`config.mk`:
```
export PLATFORM = sky130hd
export DESIGN_NAME = gpu_cmd_sender
export DESIGN_NICKNAME = d
export VERILOG_FILES = /design/src/rtl/gpu_bus_pkg.sv /design/src/rtl/gpu_instr_fifo.sv /design/src/rtl/gpu_cmd_sender.sv
export SDC_FILE = /design/constraint.sdc
export NUM_CORES = 1
export LEC_CHECK = 0
export CAP_MARGIN = 10
export CORE_ASPECT_RATIO = 0.8
export CORE_MARGIN = 8
export CORE_UTILIZATION = 40
export CTS_CLUSTER_DIAMETER = 60
export CTS_CLUSTER_SIZE = 8
export DETAILED_ROUTE_END_ITERATION = 16
export GPL_TIMING_DRIVEN = 1
export SKIP_CTS_REPAIR_TIMING = 1
export SLEW_MARGIN = 0
export SYNTH_ARGS = -nofsm -noshare
export SYNTH_HDL_FRONTEND = slang
export SYNTH_SLANG_ARGS = --single-unit
```
`constraint.sdc`:
```
create_clock -name i_clk -period 7.45 [get_ports i_clk]
set_clock_uncertainty 0.1 [all_clocks]
set_input_delay 1.1175 -clock i_clk [delete_from_list [all_inputs] [get_ports i_clk]]
set_output_delay 1.1175 -clock i_clk [all_outputs]
set_load 0.05 [all_outputs]
```
`src/rtl/gpu_bus_pkg.sv`:
```
// Shared definitions for the host-side GPU command bus sender:
// bus and instruction widths, sender state encoding, watchdog defaults,
// and a byte-select helper used by the serializer.
package gpu_bus_pkg;

  localparam int INSTR_W                = 32;
  localparam int BUS_W                  = 8;
  localparam int BYTES_PER_INSTR        = INSTR_W / BUS_W;
  localparam int TIMEOUT_CYCLES_DEFAULT = 1024;
  localparam int TIMER_W                = 16;

  typedef enum logic [1:0] {
    ST_IDLE    = 2'd0,
    ST_SETUP   = 2'd1,
    ST_STROBE  = 2'd2,
    ST_RELEASE = 2'd3
  } sender_state_e;

  // Byte idx of an instruction word; idx 3 is the most significant byte.
  function automatic logic [BUS_W-1:0] instr_byte(input logic [INSTR_W-1:0] instr,
                                                 input logic [1:0]         idx);
    return instr[idx*BUS_W +: BUS_W];
  endfunction

endpackage

```
`src/rtl/gpu_instr_fifo.sv`:
```
// Synchronous first-word-fall-through FIFO holding queued GPU instructions.
// A push while full and a pop while empty are ignored; push and pop in the
// same cycle leave the occupancy unchanged.
module gpu_instr_fifo #(
  parameter int DEPTH = 4,
  parameter int WIDTH = 32
) (
  input  logic                   i_clk,
  input  logic                   i_reset,
  input  logic                   i_push,
  input  logic [WIDTH-1:0]       i_din,
  input  logic                   i_pop,
  output logic [WIDTH-1:0]       o_dout,
  output logic                   o_empty,
  output logic                   o_full,
  output logic [$clog2(DEPTH):0] o_count
);

  localparam int AW = $clog2(DEPTH);
  localparam int CW = AW + 1;

  logic [WIDTH-1:0] mem_q [DEPTH];
  logic [AW-1:0]    wr_ptr_q, wr_ptr_d;
  logic [AW-1:0]    rd_ptr_q, rd_ptr_d;
  logic [CW-1:0]    count_q, count_d;
  logic             push_ok, pop_ok;

  assign o_full  = (count_q == CW'(DEPTH));
  assign o_empty = (count_q == '0);
  assign push_ok = i_push && !o_full;
  assign pop_ok  = i_pop && !o_empty;

  // Next pointer and occupancy values
  always_comb begin
    // NOTE: every variable gets a default before any branch, so no path leaves it unassigned and no latch is inferred.
    wr_ptr_d = wr_ptr_q;
    rd_ptr_d = rd_ptr_q;
    count_d  = count_q;
    if (push_ok) wr_ptr_d = wr_ptr_q + 1'b1;
    if (pop_ok)  rd_ptr_d = rd_ptr_q + 1'b1;
    unique case ({push_ok, pop_ok})
      2'b10:   count_d = count_q + 1'b1;
      2'b01:   count_d = count_q - 1'b1;
      default: count_d = count_q;
    endcase
  end

  // Pointer and occupancy registers
  always_ff @(posedge i_clk or posedge i_reset) begin
    // NOTE: state registers use non-blocking assignments so every flop samples pre-edge values.
    if (i_reset) begin
      wr_ptr_q <= '0;
      rd_ptr_q <= '0;
      count_q  <= '0;
    end else begin
      wr_ptr_q <= wr_ptr_d;
      rd_ptr_q <= rd_ptr_d;
      count_q  <= count_d;
    end
  end

  // Storage write
  always_ff @(posedge i_clk) begin
    // NOTE: storage is deliberately not reset; occupancy gates every read, so stale contents are never observed.
    if (push_ok) mem_q[wr_ptr_q] <= i_din;
  end

  assign o_dout  = mem_q[rd_ptr_q];
  assign o_count = count_q;

endmodule

```
`src/rtl/gpu_cmd_sender.sv`:
```
// Host-side master for the GPU 8-bit command bus. Queues 32-bit instructions
// and sends each MSB byte first with a four-phase o_en / i_ack handshake.
// Optional ack watchdog: define GPU_SENDER_TIMEOUT_EN to enable it.
module gpu_cmd_sender
  import gpu_bus_pkg::*;
#(
  parameter int FIFO_DEPTH     = 4,
  parameter int TIMEOUT_CYCLES = TIMEOUT_CYCLES_DEFAULT
) (
  input  logic               i_clk,
  input  logic               i_reset,
  input  logic [INSTR_W-1:0] i_instruction,
  input  logic               i_valid,
  output logic               o_ready,
  output logic               o_we,
  output logic               o_en,
  output logic [BUS_W-1:0]   o_data,
  input  logic               i_ack,
  output logic               o_busy,
  output logic               o_error
);

  localparam int CW = $clog2(FIFO_DEPTH) + 1;

  logic               fifo_pop, fifo_empty, fifo_full;
  logic [INSTR_W-1:0] fifo_dout;
  logic [CW-1:0]      fifo_count, count_after;

  gpu_instr_fifo #(
    .DEPTH (FIFO_DEPTH),
    .WIDTH (INSTR_W)
  ) u_fifo (
    .i_clk   (i_clk),
    .i_reset (i_reset),
    .i_push  (i_valid),
    .i_din   (i_instruction),
    .i_pop   (fifo_pop),
    .o_dout  (fifo_dout),
    .o_empty (fifo_empty),
    .o_full  (fifo_full),
    .o_count (fifo_count)
  );

  logic          ack_meta_q, ack_s_q;
  sender_state_e state_q, state_d;
  logic [1:0]    idx_q, idx_d;
  logic [INSTR_W-1:0] instr_q, instr_d;
  logic [BUS_W-1:0]   data_q, data_d;
  logic          en_q, en_d, we_q, we_d;
  logic          ready_q, ready_d, busy_q, busy_d;
  logic          timeout;

  // Two-flop synchronizer for the GPU acknowledge
  always_ff @(posedge i_clk or posedge i_reset) begin
    if (i_reset) begin
      ack_meta_q <= 1'b0;
      ack_s_q    <= 1'b0;
    end else begin
      ack_meta_q <= i_ack;
      ack_s_q    <= ack_meta_q;
    end
  end

  // Handshake sequencer: pop, set up byte, strobe, wait for release
  always_comb begin
    state_d  = state_q;
    idx_d    = idx_q;
    instr_d  = instr_q;
    data_d   = data_q;
    fifo_pop = 1'b0;
    unique case (state_q)
      ST_IDLE: begin
        if (!fifo_empty) begin
          fifo_pop = 1'b1;
          instr_d  = fifo_dout;
          idx_d    = 2'(BYTES_PER_INSTR - 1);
          data_d   = instr_byte(fifo_dout, 2'(BYTES_PER_INSTR - 1));
          state_d  = ST_SETUP;
        end
      end
      // Holding here until ack is low protects against a stuck-high ack.
      ST_SETUP:  if (!ack_s_q) state_d = ST_STROBE;
      ST_STROBE: if (ack_s_q)  state_d = ST_RELEASE;
      ST_RELEASE: begin
        if (!ack_s_q) begin
          if (idx_q == 2'd0) begin
            state_d = ST_IDLE;
          end else begin
            idx_d   = idx_q - 1'b1;
            data_d  = instr_byte(instr_q, idx_q - 1'b1);
            state_d = ST_SETUP;
          end
        end
      end
      default: state_d = ST_IDLE;
    endcase
    // A watchdog expiry abandons the rest of the instruction.
    if (timeout) state_d = ST_IDLE;
  end

  // Registered bus strobes and host-side status derived from next state
  always_comb begin
    en_d        = (state_d == ST_STROBE);
    we_d        = (state_d != ST_IDLE);
    count_after = fifo_count + CW'(i_valid && !fifo_full) - CW'(fifo_pop);
    ready_d     = (count_after != CW'(FIFO_DEPTH));
    busy_d      = (state_d != ST_IDLE) || (count_after != '0);
  end

  // Sequencer state and output registers
  always_ff @(posedge i_clk or posedge i_reset) begin
    if (i_reset) begin
      state_q <= ST_IDLE;
      idx_q   <= 2'd0;
      instr_q <= '0;
      data_q  <= '0;
      en_q    <= 1'b0;
      we_q    <= 1'b0;
      ready_q <= 1'b0;
      busy_q  <= 1'b0;
    end else begin
      state_q <= state_d;
      idx_q   <= idx_d;
      instr_q <= instr_d;
      data_q  <= data_d;
      en_q    <= en_d;
      we_q    <= we_d;
      ready_q <= ready_d;
      busy_q  <= busy_d;
    end
  end

`ifdef GPU_SENDER_TIMEOUT_EN
  localparam logic [TIMER_W-1:0] TIMEOUT_LAST = TIMER_W'(TIMEOUT_CYCLES - 1);

  logic [TIMER_W-1:0] timer_q, timer_d;
  logic               error_q, error_d;

  assign timeout = ((state_q == ST_STROBE) || (state_q == ST_RELEASE)) &&
                   (timer_q == TIMEOUT_LAST);

  // Watchdog restarts on every state change and runs only while waiting on the GPU
  always_comb begin
    timer_d = '0;
    if ((state_d == state_q) && ((state_q == ST_STROBE) || (state_q == ST_RELEASE)))
      timer_d = timer_q + 1'b1;
    error_d = error_q | timeout;
  end

  // Watchdog counter and sticky error flag
  always_ff @(posedge i_clk or posedge i_reset) begin
    if (i_reset) begin
      timer_q <= '0;
      error_q <= 1'b0;
    end else begin
      timer_q <= timer_d;
      error_q <= error_d;
    end
  end

  assign o_error = error_q;
`else
  assign timeout = 1'b0;
  assign o_error = 1'b0;
`endif

  assign o_ready = ready_q;
  assign o_we    = we_q;
  assign o_en    = en_q;
  assign o_data  = data_q;
  assign o_busy  = busy_q;

endmodule

```
* Word level (Yosys, flattened, before mapping)
Memory sizes are Yosys's and may differ from the RTL's. Index checks and enable logic that the tools add are counted. W data, S select, Z words.
Word-level totals: logic and storage cells 67, bits in writable memories 128, memories 1, output and inout bits 13, register bits after elaboration 57, bits of input ports 36
Cells by class: mux-type cells 19, bitwise logic cells 1, add/sub/neg operators 7, reduce and logical (&&, ||, !) cells 14, equality and inequality tests 11, shift-type cells 1
Memories:
- u_fifo.mem_q | words 4, bits a word 32, read ports 1, clocked after Yosys merged registers in 0, write ports 1, RTL line gpu_instr_fifo.sv:22 | logic [WIDTH-1:0] mem_q [DEPTH];
Operators by type and width (count):
- $shiftx A32 B6 Y8 | 1
- $mux W8 | 3
- $pmux W8 S2 | 1
- $mux W2 | 7
- $eq A2 B2 Y1 const B | 4
- $pmux W2 S4 | 1
- $ne A2 B2 Y1 const B | 3
- $pmux W3 S2 | 1
- $reduce_bool A2 Y1 | 3
- $mux W1 | 5
- $add A2 B1 Y2 const B | 2
- $eq A2 B1 Y1 const B | 2
- $logic_not A2 Y1 | 2
- $pmux W2 S2 | 1
- $reduce_and A4 Y1 | 1
- $add A3 B1 Y3 | 1
- $add A3 B1 Y3 const B | 1
- $eq A3 B3 Y1 const B | 1
- $logic_not A3 Y1 | 1
- $ne A3 B3 Y1 const B | 1
- $reduce_bool A3 Y1 | 1
- $sub A3 B1 Y3 | 1
- $sub A3 B1 Y3 const B | 1
- $logic_and A1 B1 Y1 | 2
- 5 further kinds | 6

* Longest topological paths before layout
Gate-level depths: netlist (run 1).
depth after elaboration 7, depth in mapped cells 13, depth with buffers taken out 11

* Cells and area by module
Synthesis (run 1) repeated with hierarchy kept, for this count alone.
Second synthesis, totals: cells, all modules 362, area total of the unflattened synthesis 7354.6 um^2
Modules (own cells, without submodules):
- gpu_instr_fifo | times used 1, cells an instance 206, sequential area each 4018.9 um^2, area each 5094.9 um^2
- gpu_cmd_sender | times used 1, cells an instance 156, sequential area each 1251.2 um^2, area each 2259.7 um^2

* Least setup slack after synthesis (run 1)
OpenSTA, ideal clock, no wires.
path kind in2reg, start in i_valid, end mem u_fifo.mem_q[0][0], enable pin, path buffers 0, slack 4.539 ns, required time 6.958 ns, library setup time 0.392 ns, stages 3, arrival time 2.419 ns, path through inv_1 > a31oi_1 > and2_1
Between the ends: cells in the longest elaborated chain, start to end 3
RTL lines:
- start: declaration | RTL line gpu_cmd_sender.sv:13 | input logic i_valid,
- $logic_and A1 B1 Y1 | RTL line gpu_instr_fifo.sv:30 | assign push_ok = i_push && !o_full;
- via u_fifo.push_ok | RTL line gpu_instr_fifo.sv:26 | logic push_ok, pop_ok;
- $mux W1 | RTL line gpu_instr_fifo.sv:65 | if (push_ok) mem_q[wr_ptr_q] <= i_din;
- $mux W1 (not written as such) | RTL line gpu_instr_fifo.sv:65
- end: declaration | RTL line gpu_instr_fifo.sv:22
The timed path passes the listed nets, and every way through them passes these cells.

* Worst setup path in the final report (run 1)
start reg u_fifo.count_q[0] (netlist: u_fifo.o_count[0]), end reg busy_q (netlist: o_busy)
Between the ends: cells in the longest elaborated chain, start to end 7, elaborated cells between the ends (all ways) 13, those cells by class add/sub (2); eq/ne (1); mux (4); reduce/logical (6)
RTL lines:
- start: declaration | RTL line gpu_instr_fifo.sv:25 | logic [CW-1:0] count_q, count_d;
- start signal: assignment | RTL line gpu_instr_fifo.sv:58 | count_q <= count_d;
- $eq A3 B3 Y1 | RTL line gpu_instr_fifo.sv:28 | assign o_full = (count_q == CW'(DEPTH));
- $logic_not A1 Y1 | RTL line gpu_cmd_sender.sv:105 | count_after = fifo_count + CW'(i_valid && !fifo_full) - CW'(fifo_pop);
- $logic_and A1 B1 Y1 | RTL line gpu_cmd_sender.sv:105
- $add A3 B1 Y3 | RTL line gpu_cmd_sender.sv:105
- $sub A3 B1 Y3 | RTL line gpu_cmd_sender.sv:105
- $reduce_bool A3 Y1 | RTL line gpu_cmd_sender.sv:107 | busy_d = (state_d != ST_IDLE) || (count_after != '0);
- $logic_or A1 B1 Y1 (*) | RTL line gpu_cmd_sender.sv:107
- via busy_d | RTL line gpu_cmd_sender.sv:50 | logic ready_q, ready_d, busy_q, busy_d;
- end signal: assignment | RTL line gpu_cmd_sender.sv:129 | busy_q <= busy_d;
- end: declaration | RTL line gpu_cmd_sender.sv:50
The timed path passes the listed nets; every way through them passes the cells marked *. A chain may end at the register's enable or synchronous reset.

==> results.sh, run 1 <==
export IMPL_ys_seq_area_share_pct=71.17
export IMPL_track_usage_pct=13.29
export IMPL_p_leak_nw=3.275
export IMPL_vias=3870
export IMPL_powerDensity_nw_per_um2=424.8
export IMPL_holdWs_ns=0.2652
export IMPL_firstDrtPassIters=4
export IMPL_startpoint_type="register"
export IMPL_synth_common_cells="edfxtp_1 (128), nand2_1 (94), dfrtp_1 (57)"
export IMPL_hold_class="reg2reg"
export IMPL_syn_area_um2=7405
export IMPL_synth_seq_cells=185
export IMPL_ys_flop_type="edfxtp_1"
export IMPL_setup_violations=0
export IMPL_route_detailed_wl_per_inst_um=18.77
export IMPL_reg2reg_slack_ns=3.57
export IMPL_switching_share_pct=34.18
export IMPL_clock_power_share_pct=24.4
export IMPL_area_growth_pct=17.47
export IMPL_hpwl_um=8767
export IMPL_numCtsBuffers=17
export IMPL_grt_pass1_wl_um=23470
export IMPL_critPathArrivalTime_ns=4.09
export IMPL_rsz0062_at_grt="no"
export IMPL_cp_max_fo=43
export IMPL_setup_tns_final_ns=0
export IMPL_grt_overflow=0
export IMPL_drt_iter0_drc=281
export IMPL_finalCritPeriodShare_pct=52.03
export IMPL_num_rows=44
export IMPL_antennaDiodeCount=0
export IMPL_yosysMostFrequentCell="edfxtp_1"
export IMPL_wirelength_um=14190
export IMPL_syn_num_nets=509
export IMPL_p_int_mw=2.432
export IMPL_p_seq_share_pct=41.5
export IMPL_r2r_start="u_fifo.o_count[0]"
export IMPL_clock_fmax_mhz=258.0
export IMPL_min_to="ack_s_q"
export IMPL_ios=49
export IMPL_dieArea_um2=23150
export IMPL_clock_latency_ns=0.43
export IMPL_combPwrFrac_pct=34.2
export IMPL_rr_endpoint="o_busy"
export IMPL_slew_violations=0
export IMPL_final_core_util_pct=47.88
export IMPL_clk_path_buf_depth=2
export IMPL_yosysUniqueCellTypes=36
export IMPL_start_util_pct=40.76
export IMPL_clkSlewWorstSetupHoldPaths_ns=0.07
export IMPL_peakVddDrop_mv=0.2024
export IMPL_grt_pass1_vias=4176
export IMPL_slew_headroom_pct=41.80
export IMPL_critPathRequiredTime_ns=7.67
export IMPL_maxCapViolCount=0
export IMPL_io_buffers=47
export IMPL_fp_dieH_um=137.7
export IMPL_nets=560
export IMPL_hold_violations=0
export IMPL_synth_area_top_cells="edfxtp_1 (52%), dfrtp_1 (19%), mux4_2 (7.3%)"
export IMPL_final_antenna_net_count=0
export IMPL_cts_root_buf="clkbuf_16"
export IMPL_yosysTopAreaCellShare_pct=51.91
export IMPL_fp_dieW_um=168.1
export IMPL_outcome="finished, final reports clean"
export IMPL_viasPerCell=5.119
export IMPL_critPathCaptureType="register"
export IMPL_holdPathStages=0
export IMPL_synth_edf_count=128
export IMPL_yosys_warnings=0
export IMPL_yosys_area_top_type="edfxtp_1"
export IMPL_core_um2=18170
export IMPL_path_class="reg2reg"
export IMPL_place_gp_congestion=0.7939
export IMPL_clock_sinks=185
export IMPL_cts_htree_levels=4
export IMPL_drc=0
export IMPL_grt_max_degree=58
export IMPL_antenna_found_initial=0
export IMPL_cts_tree="done"
export IMPL_p_switching_mw=1.263
export IMPL_async_flop_share_pct=30.81
export IMPL_drive_above_1_share_pct=14.45
export IMPL_worst_pin_slew_ns=0.8731
export IMPL_min_delay_start="ack_meta_q"
export IMPL_r2r_cells=12
export IMPL_syn_inst=463
export IMPL_period_minus_slack_ns=3.876
export IMPL_synth_area_per_cell_um2=15.99
metrics by stage:
stage          total power [mW]  setup WS [ns]  cells  cell area [µm²]
2_1_floorplan             2.477          4.539    463             7405
3_3_place_gp              2.807          3.568    725             8112
3_5_place_dp              2.837          3.536    725             8112
4_1_cts                   3.746          3.497    756             8698
5_1_grt                   3.929          3.205    756             8698
6_report                  3.695          3.574    756             8698
area by class of cell:
class	count	area, µm²
Fill cell	1544	9469
Clock inverter	14	161.4
Tap cell	230	287.8
Multi-Input combinational cell	241	1964
Inverter	13	48.80
Sequential cell	185	5273
Timing Repair Buffer	56	538.0
Clock buffer	17	425.4
layer usage:
| layer | share of wire [%] | GRT usage, % | up-vias |
|---|---|---|---|
| met5 | 0 | 0 | - |
| met4 | 1.0 | 4.057 | 0 |
| met3 | 5.4 | 3.780 | 12 |
| met2 | 46 | 20.25 | 79 |
| met1 | 48 | 18.24 | 1970 |
| li1 | - | - | 1809 |
worst max path at each step:
stage                     cells past startpoint            endpoint               from  slack, ns
after CTS                                    12              o_busy  u_fifo.o_count[2]       3.50
after detailed placement                     12              o_busy  u_fifo.o_count[2]       3.54
after global routing                         12              o_busy  u_fifo.o_count[2]       3.20
after global placement                       12              o_busy  u_fifo.o_count[2]       3.57
after floorplan                               3  u_fifo.mem_q[0][0]            i_valid       4.54
final                                        12              o_busy  u_fifo.o_count[0]       3.57
worst max-delay path, cell delays in order, from the launching register on:
cell and delay, ns:
dfrtp_1 0.42, or3_1 0.41, nand2_1 0.07, buf_4 0.36, clkinv_1 0.73, ha_1 0.59, inv_1 0.04, ha_1 0.18
fa_1 0.38, xor2_1 0.16, xnor2_1 0.14, nor2_1 0.11, nand2_1 0.06
sequential cells by signal, summed over array words and instances (netlist names), 2 cells and up:
signal,count
state_q,2
o_data,8
u_fifo.wr_ptr_q,2
u_fifo.rd_ptr_q,2
idx_q,2
u_fifo.mem_q,128
u_fifo.o_count,3
instr_q,32
power groups by stage:
stage	clock, mW	sequential [mW]	combinational, mW
floorplan	0	1.59	0.885
global placement	0	1.54	1.27
detailed placement	0	1.55	1.28
CTS	0.923	1.53	1.29
global route	0.967	1.56	1.40
finish	0.900	1.53	1.26
cells in the final DEF, fill, tap and decap left out, types with 9 or more instances in the layout:
| master | n |
|---|---|
| edfxtp_1 | 128 |
| o21ai_0 | 10 |
| a22oi_1 | 16 |
| dfrtp_1 | 55 |
| inv_1 | 11 |
| clkdlybuf4s50_1 | 47 |
| mux4_2 | 24 |
| clkbuf_16 | 17 |
| mux2i_1 | 33 |
| nand2_1 | 94 |
| buf_4 | 9 |
logic make-up (layout without fill, tap and decap cells):
group	count (synthesis)	after routing	synth area share, %
AO/OA/AOI/OAI	42	42	4.140
XOR/XNOR	10	10	1.183
adder cells (fa/ha/maj)	10	10	1.893
buffers and inverters	37	100	2.298
flip-flops	185	185	71.17
multiplexers	65	65	12.98
other	1	1	0.05064
AND/OR/NAND/NOR	113	113	6.286
(Power assumes the default switching activity.)
==> inputs of run 2 (changes only) <==
- clock period: 7.45 -> 3.5 ns (I/O delays scaled with it)
==> run 2 against run 1 <==
Power grew 110%. Fmax is 51% higher. Register-to-register slack got worse by 2.6 ns. Global-route usage fell by 0.47 points. First-iteration DRC count fell by 22%. Cell count increased by 1.1%. Core utilization rose by 0.43 points.
==> results.sh, run 2 (same netlist as run 1, synthesis figures left out) <==
export IMPL_setup_violations=0
export IMPL_path_class="reg2reg"
export IMPL_clkSlewWorstSetupHoldPaths_ns=0.07
export IMPL_clk_path_buf_depth=2
export IMPL_hold_violations=0
export IMPL_clock_sinks=185
export IMPL_fin_cells=764
export IMPL_place_gp_congestion=0.8053
export IMPL_regMostFlops="u_fifo.mem_q"
export IMPL_drt_iter0_drc=219
export IMPL_final_setup_worst_slack_ns=0.9407
export IMPL_setup_tns_final_ns=0
export IMPL_p_leak_nw=3.319
export IMPL_seqCellArea_um2=5273
export IMPL_dpl_cell_count=732
export IMPL_vias=3906
export IMPL_ios=49
export IMPL_critPathBufInv=2
export IMPL_layout_common_cells="edfxtp_1 (128), nand2_1 (94), dfrtp_1 (55), clkdlybuf4s50_1 (47), mux2i_1 (33)"
export IMPL_period_minus_slack_ns=2.559
export IMPL_fin_area_um2=8776
export IMPL_hpwl_um=9363
export IMPL_area_growth_pct=18.52
export IMPL_cp_max_fo=5
export IMPL_antennaDiodeCount=0
export IMPL_core_um2=18170
export IMPL_clock_power_share_pct=24.6
export IMPL_fp_dieH_um=137.7
export IMPL_dieArea_um2=23150
export IMPL_antenna_found_initial=0
export IMPL_n_fill_cell=1566
export IMPL_nets=567
export IMPL_track_usage_pct=12.82
export IMPL_grt_pass1_vias=4056
export IMPL_critPathCaptureType="register"
export IMPL_io_buffers=47
export IMPL_route_detailed_wl_per_inst_um=18.26
export IMPL_firstDrtPassIters=4
export IMPL_numCtsBuffers=17
export IMPL_grt_pass1_wl_um=22420
export IMPL_startpoint_type="register"
export IMPL_switching_share_pct=34.24
export IMPL_outcome="finished, final reports clean"
export IMPL_combPwrFrac_pct=32.9
export IMPL_start_util_pct=40.76
export IMPL_hold_class="reg2reg"
export IMPL_critPathMaxStageDelay_ns=0.44
export IMPL_peakVddDrop_mv=0.3722
export IMPL_finalCritPeriodShare_pct=73.12
export IMPL_layout_commonest_cell="edfxtp_1"
export IMPL_multi_input_area_um2=1964
export IMPL_worst_pin_slew_ns=0.8101
export IMPL_clock_latency_ns=0.43
export IMPL_critPathRequiredTime_ns=3.72
export IMPL_p_seq_share_pct=42.5
export IMPL_slew_headroom_pct=45.74
export IMPL_rsz0062_at_grt="no"
export IMPL_place_area_um2=8164
export IMPL_num_rows=44
export IMPL_slew_violations=0
export IMPL_post_place_ws_ns=0.6808
export IMPL_critPathArrivalTime_ns=2.78
export IMPL_wirelength_um=13950
export IMPL_cts_htree_levels=4
export IMPL_crit_family="adder cells"
export IMPL_p_int_mw=5.212
export IMPL_path_cells="or3_1 -> nand2_1 -> clkinv_1 -> ha_1 -> inv_1 -> ha_1 -> fa_1 -> xor2_1 -> xnor2_1 -> nor2_1 -> nand2_1"
export IMPL_drc=0
export IMPL_fp_dieW_um=168.1
export IMPL_cts_root_buf="clkbuf_16"
export IMPL_final_antenna_net_count=0
export IMPL_cts_tree="done"
export IMPL_largest_reg_flops=128
export IMPL_maxCapViolCount=0
export IMPL_critPathSlowestCell="dfrtp_1"
export IMPL_clock_fmax_mhz=390.7
export IMPL_grt_overflow=0
export IMPL_grt_max_degree=43
export IMPL_viasPerCell=5.113
export IMPL_p_switching_mw=2.715
export IMPL_drive_above_1_share_pct=15.54
export IMPL_totalPowerFinal_mw=7.927
export IMPL_powerDensity_nw_per_um2=903.3
## run 2: cell types whose count changed in the layout (fill, tap and decap cells not counted), sizes merged
cell / previous run / this run
inv: 20 / 18
buf: 9 / 16
clkinv: 3 / 5
clkbuf: 17 / 18
## run 2: worst paths after layout
kind	start	to	slack (ns)	cells after the start
worst min-delay path	ack_meta_q	ack_s_q	0.25	0
max in group asynchronous	i_reset	instr_q[18]	2.30	3
worst max register to register	u_fifo.o_count[2]	o_busy	0.94	11
min in group asynchronous	i_reset	ack_s_q	0.35	2
worst max-delay path	u_fifo.o_count[2]	o_busy	0.94	11
worst min register to register	ack_meta_q	ack_s_q	0.25	0
## run 2: layout make-up
| cell class | count | area share [%] |
|---|---|---|
| flip-flops and latches | 185 | 60.08 |
| multi-input cells | 241 | 22.38 |
| well taps | 230 | 3.279 |
| clock buffers | 18 | 4.890 |
| repair buffers | 63 | 6.729 |
| inverters | 13 | 0.5560 |
| clock inverters | 14 | 2.082 |
## run 2: power by group through the flow
stage,registers [mW],logic [mW],clock network (mW)
2_1_floorplan,3.39,1.88,0
3_5_place_dp,3.41,2.65,0
3_3_place_gp,3.39,2.60,0
6_report,3.37,2.61,1.95
5_1_grt,3.43,2.87,2.07
4_1_cts,3.37,2.66,2.00
## run 2: worst register-to-register path: stages, from the launching register on
cell and delay (ns):
dfrtp_1 0.44, or3_1 0.39, nand2_1 0.10, clkinv_1 0.09
ha_1 0.28, inv_1 0.04, ha_1 0.18, fa_1 0.38
xor2_1 0.16, xnor2_1 0.14, nor2_1 0.11, nand2_1 0.06
## run 2: metal layers
metal  part of all wire, %  vias up  GRT usage (%)  routed length (µm)
met3                   4.3       16          3.322                 604
met2                    49       84          20.61                6795
met5                     0        -              0                   0
li1                      -     1829              -                   -
met4                   1.1        0          4.404                 158
met1                    46     1977          16.77                6394
## run 2: metrics by stage
step	hold WS, ns	utilization (%)
3_5_place_dp	0.2442	44.94
4_1_cts	0.2647	48.31
6_report	0.2542	48.31
5_1_grt	0.2860	48.31
2_1_floorplan	0.2312	-
3_3_place_gp	0.2472	44.94
==> inputs of run 3 (changes only) <==
- clock period: 3.5 -> 2.1 ns (I/O delays scaled with it)
==> run 3 against run 2 <==
The run now ends with negative setup slack left. Critical path depth is the same. Sequential cell count is the same. Final area grew 4.7%. Clock power grew 66%. Clock-buffer cell count shrank 1. Non-clock buffer count grew 18. Highest routed layer unchanged.
==> results.sh, run 3 (same netlist as run 1, synthesis figures left out) <==
export IMPL_outcome="finished with violations"
export IMPL_failed_checks="negative setup slack"
export IMPL_crit_path_start="u_fifo.o_count[2]"
export IMPL_drt_iter0_drc=294
export IMPL_startpoint_type="register"
export IMPL_fp_dieH_um=137.7
export IMPL_cts_htree_levels=4
export IMPL_drc=0
export IMPL_fin_area_um2=9188
export IMPL_setup_violations=4
export IMPL_vias=3995
export IMPL_grt_pass1_wl_um=23340
export IMPL_p_leak_nw=3.500
export IMPL_track_usage_pct=13.43
export IMPL_clkSlewWorstSetupHoldPaths_ns=0.07
export IMPL_firstDrtPassIters=4
export IMPL_clock_latency_ns=0.44
export IMPL_finalCritPeriodShare_pct=113.6
export IMPL_final_antenna_net_count=0
export IMPL_hold_violations=0
export IMPL_maxCapViolCount=0
export IMPL_final_setup_worst_slack_ns=-0.2861
export IMPL_numCtsBuffers=17
export IMPL_period_minus_slack_ns=2.386
export IMPL_rr_endpoint="o_busy"
export IMPL_area_growth_pct=24.08
export IMPL_hold_class="in2async"
export IMPL_r2r_start="u_fifo.o_count[2]"
export IMPL_route_detailed_wl_per_inst_um=18.57
export IMPL_clock_fmax_mhz=419.1
export IMPL_ios=49
export IMPL_antennaDiodeCount=0
export IMPL_slew_headroom_pct=53.20
export IMPL_powerDensity_nw_per_um2=1511
export IMPL_largest_reg_flops=128
export IMPL_setup_tns_final_ns=-0.7562
export IMPL_start_util_pct=40.76
export IMPL_clk_path_buf_depth=2
export IMPL_cts_root_buf="clkbuf_16"
export IMPL_place_gp_congestion=0.7680
export IMPL_nets=585
export IMPL_hpwl_um=10000
export IMPL_io_buffers=47
export IMPL_layout_commonest_cell="edfxtp_1"
export IMPL_layout_common_cells="edfxtp_1 (128), nand2_1 (93), dfrtp_1 (55), clkdlybuf4s50_1 (44), mux2i_1 (33)"
export IMPL_grt_max_degree=58
export IMPL_post_place_ws_ns=-0.3381
export IMPL_core_um2=18170
export IMPL_critPathCaptureType="register"
export IMPL_regMostFlops="u_fifo.mem_q"
export IMPL_wirelength_um=14520
export IMPL_grt_pass1_vias=4227
export IMPL_dieArea_um2=23150
export IMPL_antenna_found_initial=0
export IMPL_r2r_cells=11
export IMPL_fp_dieW_um=168.1
export IMPL_n_fill_cell=1490
export IMPL_cp_max_fo=2
export IMPL_cts_tree="done"
export IMPL_viasPerCell=5.109
export IMPL_clock_sinks=185
export IMPL_holdWs_ns=0.1489
export IMPL_peakVddDrop_mv=0.6050
export IMPL_worst_pin_slew_ns=0.7006
export IMPL_critPathArrivalTime_ns=2.61
export IMPL_num_rows=44
export IMPL_drive_above_1_share_pct=21.20
export IMPL_slew_violations=0
export IMPL_rsz0062_at_grt="yes"
export IMPL_reg2reg_slack_ns=-0.29
export IMPL_path_class="reg2reg"
export IMPL_critPathRequiredTime_ns=2.32
export IMPL_grt_overflow=0
export IMPL_place_area_um2=8537
## run 3: changes by cell type in the layout (fill, tap and decap cells not counted), moves of 2 or more
cell	delta
and2_4	+4
buf_4	+3
ha_4	+2
ha_1	-2
buf_12	+15
inv_8	+2
clkdlybuf4s50_1	-3
clkinv_1	-2
dlymetal6s2s_1	+3
and2_1	-4
clkinv_8	+2
## run 3: layout make-up
cell class,instances,area [µm²],share of cell area [%]
multi-input combinational,241,2032,22.12
tap,230,287.8,3.132
sequential,185,5273,57.39
timing repair buffer,81,920.9,10.02
clock buffer,17,425.4,4.630
inverter,13,53.80,0.5856
clock inverter,15,195.2,2.124
## run 3: layer usage
layer	wire, µm	global-route usage (%)	vias to the layer above	share of wire, %
met5	0	0	-	0
met4	149	5.344	0	1.0
met3	630	3.608	12	4.3
met2	7130	22.18	92	49
met1	6612	16.74	2021	46
li1	-	-	1870	-
## run 3: how the worst max path moves through the flow
stage                     cells after the start  slack (ns)      end
after floorplan                              12       -0.43   o_busy
after global placement                       11       -0.23   o_busy
after detailed placement                     10       -0.34  o_ready
after CTS                                    10       -0.35  o_ready
after global routing                         11       -0.37   o_busy
final                                        11       -0.29   o_busy
## run 3: per-stage QoR
step	instances	power [mW]	utilization, %
after CTS	781	14.00	50.41
after detailed placement	749	10.72	46.99
final	782	13.88	50.57
after global routing	782	14.67	50.57
after floorplan	463	8.897	-
after global placement	749	10.57	46.99
## run 3: worst max-delay path, cell delays in order, from the launching register on
cell	delay, ns
dfrtp_1	0.38
or3_4	0.41
nand2_4	0.09
clkinv_4	0.05
ha_4	0.26
inv_2	0.04
ha_4	0.14
fa_2	0.35
xor2_2	0.17
xnor2_2	0.15
nor2_1	0.09
nand2_1	0.06
## run 3: where the power goes
part	internal [mW]	switching (mW)	total, mW
Combinational	2.41	2.83	5.24
Clock	1.72	1.51	3.24
Sequential	4.97	0.436	5.41
